<file path="src/rtl/regfile_pkg.sv">
// regfile_pkg: shared definitions for the multi-port register file.
//   - state_t       : sequencer states (IDLE, CLEAR)
//   - DEF_*         : default data width, address width and read-port count
//   - MAX_BUS       : widest packed port bus the slice helper handles
//   - bus_slice()   : extracts field idx (width w) from a packed port bus
package regfile_pkg;

  localparam int unsigned DEF_DATA_WIDTH = 8;
  localparam int unsigned DEF_ADDR_WIDTH = 5;
  localparam int unsigned DEF_NUM_READ   = 2;

  localparam int unsigned MAX_BUS = 256;

  typedef enum logic {
    IDLE  = 1'b0,
    CLEAR = 1'b1
  } state_t;

  // Returns the bus shifted so that field idx sits at bit 0; the caller
  // size-casts the result down to the field width.
  function automatic logic [MAX_BUS-1:0] bus_slice(
    input logic [MAX_BUS-1:0] bus,
    input int unsigned        idx,
    input int unsigned        w
  );
    return bus >> (idx * w);
  endfunction

endpackage

</file>
<file path="src/rtl/regfile_read_port.sv">
// regfile_read_port: one registered read port of regfile_mp.
//   clk, rst   : rising-edge clock, asynchronous active-high reset
//   en         : read request already qualified with the sequencer state
//   addr       : read address
//   mem_flat   : whole register array, entry e at [e*DATA_WIDTH +: DATA_WIDTH]
//   wr_en/wr_addr/wr_data : same-edge write (wr_en already excludes address 0)
//   rd, rd_valid : registered read data and one-cycle update pulse
// Macro REGFILE_BYPASS_EN: a same-edge write to the read address returns
// the new data instead of the pre-write contents.
module regfile_read_port #(
  parameter int unsigned DATA_WIDTH = 8,
  parameter int unsigned ADDR_WIDTH = 5,
  parameter int unsigned DEPTH      = 32
) (
  input  logic                        clk,
  input  logic                        rst,
  input  logic                        en,
  input  logic [ADDR_WIDTH-1:0]       addr,
  input  logic [DEPTH*DATA_WIDTH-1:0] mem_flat,
  input  logic                        wr_en,
  input  logic [ADDR_WIDTH-1:0]       wr_addr,
  input  logic [DATA_WIDTH-1:0]       wr_data,
  output logic [DATA_WIDTH-1:0]       rd,
  output logic                        rd_valid
);

  logic [DATA_WIDTH-1:0] rdata;

`ifdef REGFILE_BYPASS_EN
  always_comb begin
    rdata = mem_flat[addr*DATA_WIDTH +: DATA_WIDTH];
    if (wr_en && (wr_addr == addr)) rdata = wr_data;
    if (addr == '0) rdata = '0;
  end
`else
  logic unused_bypass;
  assign unused_bypass = ^{wr_en, wr_addr, wr_data};

  always_comb begin
    rdata = mem_flat[addr*DATA_WIDTH +: DATA_WIDTH];
    if (addr == '0) rdata = '0;
  end
`endif

  always_ff @(posedge clk or posedge rst) begin
    if (rst) begin
      rd       <= '0;
      rd_valid <= 1'b0;
    end else begin
      rd_valid <= en;
      if (en) rd <= rdata;
    end
  end

endmodule

</file>
<file path="src/rtl/regfile_mp.sv">
// regfile_mp: parametrised multi-port register file, register 0 hardwired
// to zero, registered reads with per-port valid pulses, sequenced bulk clear.
//   clk, rst        : rising-edge clock, asynchronous active-high reset
//   RA              : packed read addresses, port i at [i*ADDR_WIDTH +: ADDR_WIDTH]
//   regReadEnable   : per-port read request
//   RD              : packed registered read data, port i at [i*DATA_WIDTH +: DATA_WIDTH]
//   RDValid         : per-port one-cycle pulse, RD slice updated
//   A3, WriteData, regWriteEnable : write port
//   clearReq        : start bulk clear of entries 1..DEPTH-1
//   busy            : clear in progress, all accesses dropped
// Macro REGFILE_BYPASS_EN: same-edge write-to-read forwarding (see read port).
module regfile_mp
  import regfile_pkg::*;
#(
  parameter int unsigned DATA_WIDTH = DEF_DATA_WIDTH,
  parameter int unsigned ADDR_WIDTH = DEF_ADDR_WIDTH,
  parameter int unsigned NUM_READ   = DEF_NUM_READ
) (
  input  logic                           clk,
  input  logic                           rst,
  input  logic [NUM_READ*ADDR_WIDTH-1:0] RA,
  input  logic [NUM_READ-1:0]            regReadEnable,
  output logic [NUM_READ*DATA_WIDTH-1:0] RD,
  output logic [NUM_READ-1:0]            RDValid,
  input  logic [ADDR_WIDTH-1:0]          A3,
  input  logic [DATA_WIDTH-1:0]          WriteData,
  input  logic                           regWriteEnable,
  input  logic                           clearReq,
  output logic                           busy
);

  localparam int unsigned DEPTH = 1 << ADDR_WIDTH;

  state_t                  state;
  logic [ADDR_WIDTH-1:0]   ptr;
  logic [DATA_WIDTH-1:0]   mem [DEPTH];
  logic [DEPTH*DATA_WIDTH-1:0] mem_flat;
  logic                    idle;
  logic                    wr_ok;
  logic [MAX_BUS-1:0]      ra_ext;

  assign idle   = (state == IDLE);
  assign wr_ok  = idle && regWriteEnable && (A3 != '0);
  assign busy   = (state == CLEAR);
  assign ra_ext = MAX_BUS'(RA);

  always_ff @(posedge clk or posedge rst) begin
    if (rst) begin
      state <= IDLE;
      ptr   <= '0;
      for (int unsigned j = 0; j < DEPTH; j++) mem[j] <= '0;
    end else begin
      case (state)
        IDLE: begin
          // A write accepted alongside clearReq lands first and is then
          // swept away by the clear.
          if (wr_ok) mem[A3] <= WriteData;
          if (clearReq) begin
            state <= CLEAR;
            ptr   <= ADDR_WIDTH'(1);
          end
        end
        CLEAR: begin
          mem[ptr] <= '0;
          ptr      <= ptr + ADDR_WIDTH'(1);
          if (ptr == '1) state <= IDLE;
        end
        default: state <= IDLE;
      endcase
    end
  end

  for (genvar e = 0; e < DEPTH; e++) begin : g_flat
    assign mem_flat[e*DATA_WIDTH +: DATA_WIDTH] = mem[e];
  end

  for (genvar i = 0; i < NUM_READ; i++) begin : g_rd
    logic [ADDR_WIDTH-1:0] port_addr;
    assign port_addr = ADDR_WIDTH'(bus_slice(ra_ext, i, ADDR_WIDTH));

    regfile_read_port #(
      .DATA_WIDTH (DATA_WIDTH),
      .ADDR_WIDTH (ADDR_WIDTH),
      .DEPTH      (DEPTH)
    ) u_port (
      .clk      (clk),
      .rst      (rst),
      .en       (regReadEnable[i] && idle),
      .addr     (port_addr),
      .mem_flat (mem_flat),
      .wr_en    (wr_ok),
      .wr_addr  (A3),
      .wr_data  (WriteData),
      .rd       (RD[i*DATA_WIDTH +: DATA_WIDTH]),
      .rd_valid (RDValid[i])
    );
  end

endmodule

</file>
<file path="config.mk">
export PLATFORM = sky130hd
export DESIGN_NAME = regfile_mp
export DESIGN_NICKNAME = d
export VERILOG_FILES = /design/src/rtl/regfile_pkg.sv /design/src/rtl/regfile_read_port.sv /design/src/rtl/regfile_mp.sv
export SDC_FILE = /design/constraint.sdc
export NUM_CORES = 1
export LEC_CHECK = 0
export CAP_MARGIN = 40
export CORE_ASPECT_RATIO = 1.5
export CORE_MARGIN = 2
export CORE_UTILIZATION = 55
export CTS_CLUSTER_SIZE = 10
export DETAILED_ROUTE_END_ITERATION = 7
export GPL_ROUTABILITY_DRIVEN = 0
export PLACE_DENSITY = 0.84
export SLEW_MARGIN = 10
export SYNTH_ARGS = -nofsm -noshare
export SYNTH_HDL_FRONTEND = slang
export SYNTH_SLANG_ARGS = --single-unit
</file>
<file path="constraint.sdc">
create_clock -name clk -period 23.5 [get_ports clk]
set_input_delay 4.7 -clock clk [delete_from_list [all_inputs] [get_ports clk]]
set_output_delay 4.7 -clock clk [all_outputs]
set_load 0.02 [all_outputs]
</file>
==> run summary <==
STATUS
----------------------------------------------------------------------------------------
Status                                                                      finished, violations left
Violated checks                                                             design-rule violations

CELLS AND AREA
----------------------------------------------------------------------------------------
Area of combinational cells with multiple inputs                             0.00732 mm²
Layout overhead on the synthesized area                                            9.15%
Share of cells above drive strength 1                                              0.159
Number of antenna repair diodes                                                        0
Count of fill cells added during filler insertion                                  1,990
Total number of nets in the final design                                           1,354
Area taken by flip-flops and latches                                         0.00701 mm²

CRITICAL PATH
----------------------------------------------------------------------------------------
CP Data Required Time                                                           23.96 ns
Endpoint type of the worst setup path                                          flip-flop
Critical path endpoint                                                      mem[33]$_DFFE_PP0P_
Element type at the critical path start                                     primary input
Critical setup path kind                                                       in -> reg
Destination of the worst register-to-register timing path                   mem[33]$_DFFE_PP0P_
Startpoint of the worst-slack reg-to-reg timing path                        busy$_DFF_PP0_
Startpoint of the most critical setup path                                         A3[1]
Logic depth of the worst register-to-register path                                     5
Arrival time of data at the critical path endpoint                               7.58 ns
Largest driver fanout on the critical path                                             9
Worst R2R Setup Slack                                                           20.27 ns

CTS
----------------------------------------------------------------------------------------
CTS max path bufs                                                                      3
Worst-path clk slew                                                              0.06 ns
Post-CTS setup-driven buffer insertion count                                           0
Insertion delay to the later sink of the worst-skew pair                         0.57 ns
Total clock buffers created by CTS                                                    31
Number of hold-repair buffers added at the cts stage                                   0
Post_cts resized                                                                       0
Clock Sink Count                                                                     280
Clock tree from TritonCTS                                                            yes
CTS root buf                                                                sky130_fd_sc_hd__clkbuf_16
H-tree levels                                                                          1

SYNTH
----------------------------------------------------------------------------------------
Syn Inst Count                                                                     1,318
Synth area leaders                                                          sky130_fd_sc_hd__dfrtp_1 47%, sky130_fd_sc_hd__mux4_2 18%, sky130_fd_sc_hd__a22o_1 7.9%
Share of the synthesized area in the top cell type                                 0.471
Sequential fraction of the synthesis area                                          0.471
Number of flops mapped to enable cells by yosys                                        0
Flip-flop and latch count after synthesis                                            280
Synth Cell Area                                                               0.0149 mm²
Count of warnings emitted by yosys                                                     0
Fraction of registers with async set or reset after synthesis                       1.00
Most common library cells after synthesis                                   280 x sky130_fd_sc_hd__dfrtp_1, 264 x sky130_fd_sc_hd__nand2_1, 135 x sky130_fd_sc_hd__a22o_1, 117 x sky130_fd_sc_hd__mux4_2, 98 x sky130_fd_sc_hd__o21ai_0
Most common cell in the netlist                                             sky130_fd_sc_hd__dfrtp_1
Distinct cells, synth                                                                 56
Most used flip-flop cell after synthesis                                    sky130_fd_sc_hd__dfrtp_1
Synthesized Nets                                                                   1,352
Cell type with the largest total area after synthesis                       sky130_fd_sc_hd__dfrtp_1
Average instance area after synthesis                                           11.3 µm²

FLOORPLANNING
----------------------------------------------------------------------------------------
Initial standard-cell utilization of the core                                      0.560
DIE AREA                                                                      0.0284 mm²
Width of the die                                                                  138 µm
Ports                                                                                 48
Die Y-Extent                                                                      205 µm
Number of core rows                                                                   73
Total core area                                                               0.0266 mm²

PLACED DESIGN
----------------------------------------------------------------------------------------
Number of buffers inserted by port buffering                                          47
Half-perimeter wire length of the detailed placement result                    31,500 µm
Post-Place Worst Slack                                                          15.95 ns

TIMING
----------------------------------------------------------------------------------------
Achievable Freq                                                                  140 MHz
Setup_tns                                                                           0 ns
Worst Max-Slew Pin Slew                                                         0.893 ns
Post-layout minimum cycle time                                                   7.12 ns
Setup-failing EPs final                                                                0
Portion of the clock cycle consumed by the worst path in the final layout          0.303
Relative slew slack                                                                0.403
Final count of pins violating max slew                                                 0
RSZ-0062 raised after global routing                                                  no
PnR worst setup slack                                                           16.38 ns
Hold Vio Cnt, Final                                                                    0
Clock Skew                                                                     0.0117 ns

DETAILED ROUTING
----------------------------------------------------------------------------------------
Number of vias after detailed routing                                             12,300
Initial DRC Count                                                                  1,789
Post-detailed-route DRC marker count                                                   1
Remaining number of nets flagged by the antenna check after routing                    0
WL final                                                                       47,300 µm
Router iterations before antenna repair                                                8
Number of vias per cell after detailed routing                                      7.40
Routed wire per std cell                                                         28.6 µm

POWER
----------------------------------------------------------------------------------------
Worst voltage drop across the vdd grid                                         0.0728 mV
P_leak                                                                           6.85 nW
Final total power                                                                1.61 mW
Pwr Density                                                                  98.9 mW/mm²

GLOBAL ROUTE
----------------------------------------------------------------------------------------
Vias in the first global route                                                    12,200
Global-route wire length before repair                                         73,100 µm
GRT Resource Usage Total                                                           0.338
Grt ovf                                                                                0
Antenna violations before repair                                                       0
Largest net degree at the start of global routing                                    120

HOLD PATH
----------------------------------------------------------------------------------------
Worst hold path class                                                         reg -> reg

JOB
----------------------------------------------------------------------------------------
Max-cap violation count                                                                0

kinds of logic (layout without fill, tap and decap cells):
| logic type | count (synthesis) | after routing | share of synthesized area |
|---|---|---|---|
| compound gates | 348 | 348 | 0.160 |
| flops | 280 | 280 | 0.471 |
| buf+inv | 107 | 107 | 0.0371 |
| mux | 141 | 141 | 0.194 |
| fa+ha+maj | 5 | 5 | 0.00420 |
| xor+xnor | 2 | 2 | 0.00118 |
| simple gates | 435 | 435 | 0.133 |
through the flow:
| stage | cell area [µm²] | hold slack, ns | cells | utilization |
|---|---|---|---|---|
| after floorplan | 14900 | 0.449 | 1318 | - |
| after global placement | 15400 | 0.473 | 1619 | 0.578 |
| after detailed placement | 15500 | 0.475 | 1624 | 0.582 |
| after CTS | 16200 | 0.487 | 1655 | 0.611 |
| after global routing | 16200 | 0.522 | 1655 | 0.611 |
| final | 16200 | 0.491 | 1655 | 0.611 |
area by class of cell:
| class | instances | area share |
|---|---|---|
| multi-input cells | 931 | 0.451 |
| flip-flops and latches | 280 | 0.431 |
| clock buffers | 31 | 0.0478 |
| repair buffers | 69 | 0.0420 |
| well taps | 337 | 0.0260 |
| inverters | 7 | 0.00208 |
flip-flops by register name, indices dropped and copies added, names as in the netlist:
register / count
mem: 256
g_rd.u_port.rd: 16
ptr: 5
g_rd.u_port.rd_valid: 2
busy: 1
worst min path at each step:
stage	startpoint	endpoint	slack [ns]	cells past startpoint
after floorplan	mem[248]$_DFFE_PP0P_	mem[248]$_DFFE_PP0P_	0.45	1
after global routing	mem[248]$_DFFE_PP0P_	mem[248]$_DFFE_PP0P_	0.52	1
after CTS	mem[248]$_DFFE_PP0P_	mem[248]$_DFFE_PP0P_	0.49	1
final	mem[248]$_DFFE_PP0P_	mem[248]$_DFFE_PP0P_	0.49	1
after detailed placement	mem[248]$_DFFE_PP0P_	mem[248]$_DFFE_PP0P_	0.47	1
after global placement	mem[248]$_DFFE_PP0P_	mem[248]$_DFFE_PP0P_	0.47	1
cells in the final DEF (no fill, tap or decap), drive strengths merged, types with 2 or more instances in the layout:
master and n:
mux2i 20, a22o 135, nor4 7, or3b 3
o41ai 5, o21a 2, o31ai 4, o21ai 133
nand4 4, dfrtp 280, nand2 265, and3 3
nor2b 2, nand3b 7, a221oi 4, and2 10
clkdlybuf4s50 41, ha 5, nor3b 6, nand2b 10
clkbuf 31, a32o 2, nand3 25, o22ai 35
nor2 58, nor3 20, or3 8, mux2 4
mux4 117, a21oi 21, a211oi 2, o211ai 2
inv 7, and3b 2, buf 28
per-layer routing:
layer,part of all wire,wire length [µm],vias to the layer above,track usage
met3,0.12,5780,292,0.0831
met5,0,0,-,0
met2,0.47,22100,1013,0.539
met4,0.085,4040,0,0.231
li1,-,-,4938,-
met1,0.33,15400,6009,0.409
report_power, final:
part	total, mW	switching, mW	internal (mW)
sequential	0.743	0.132	0.611
combinational	0.448	0.237	0.211
clock	0.415	0.186	0.229
total	1.61	0.555	1.05
critical path, cell delays in order:
cell,delay (ns)
sky130_fd_sc_hd__clkdlybuf4s50_1,0.52
sky130_fd_sc_hd__nand4b_1,0.67
sky130_fd_sc_hd__nor2_1,0.97
sky130_fd_sc_hd__a21oi_1,0.40
sky130_fd_sc_hd__a22o_1,0.31
Note: power is estimated with default switching activity, not from simulation.
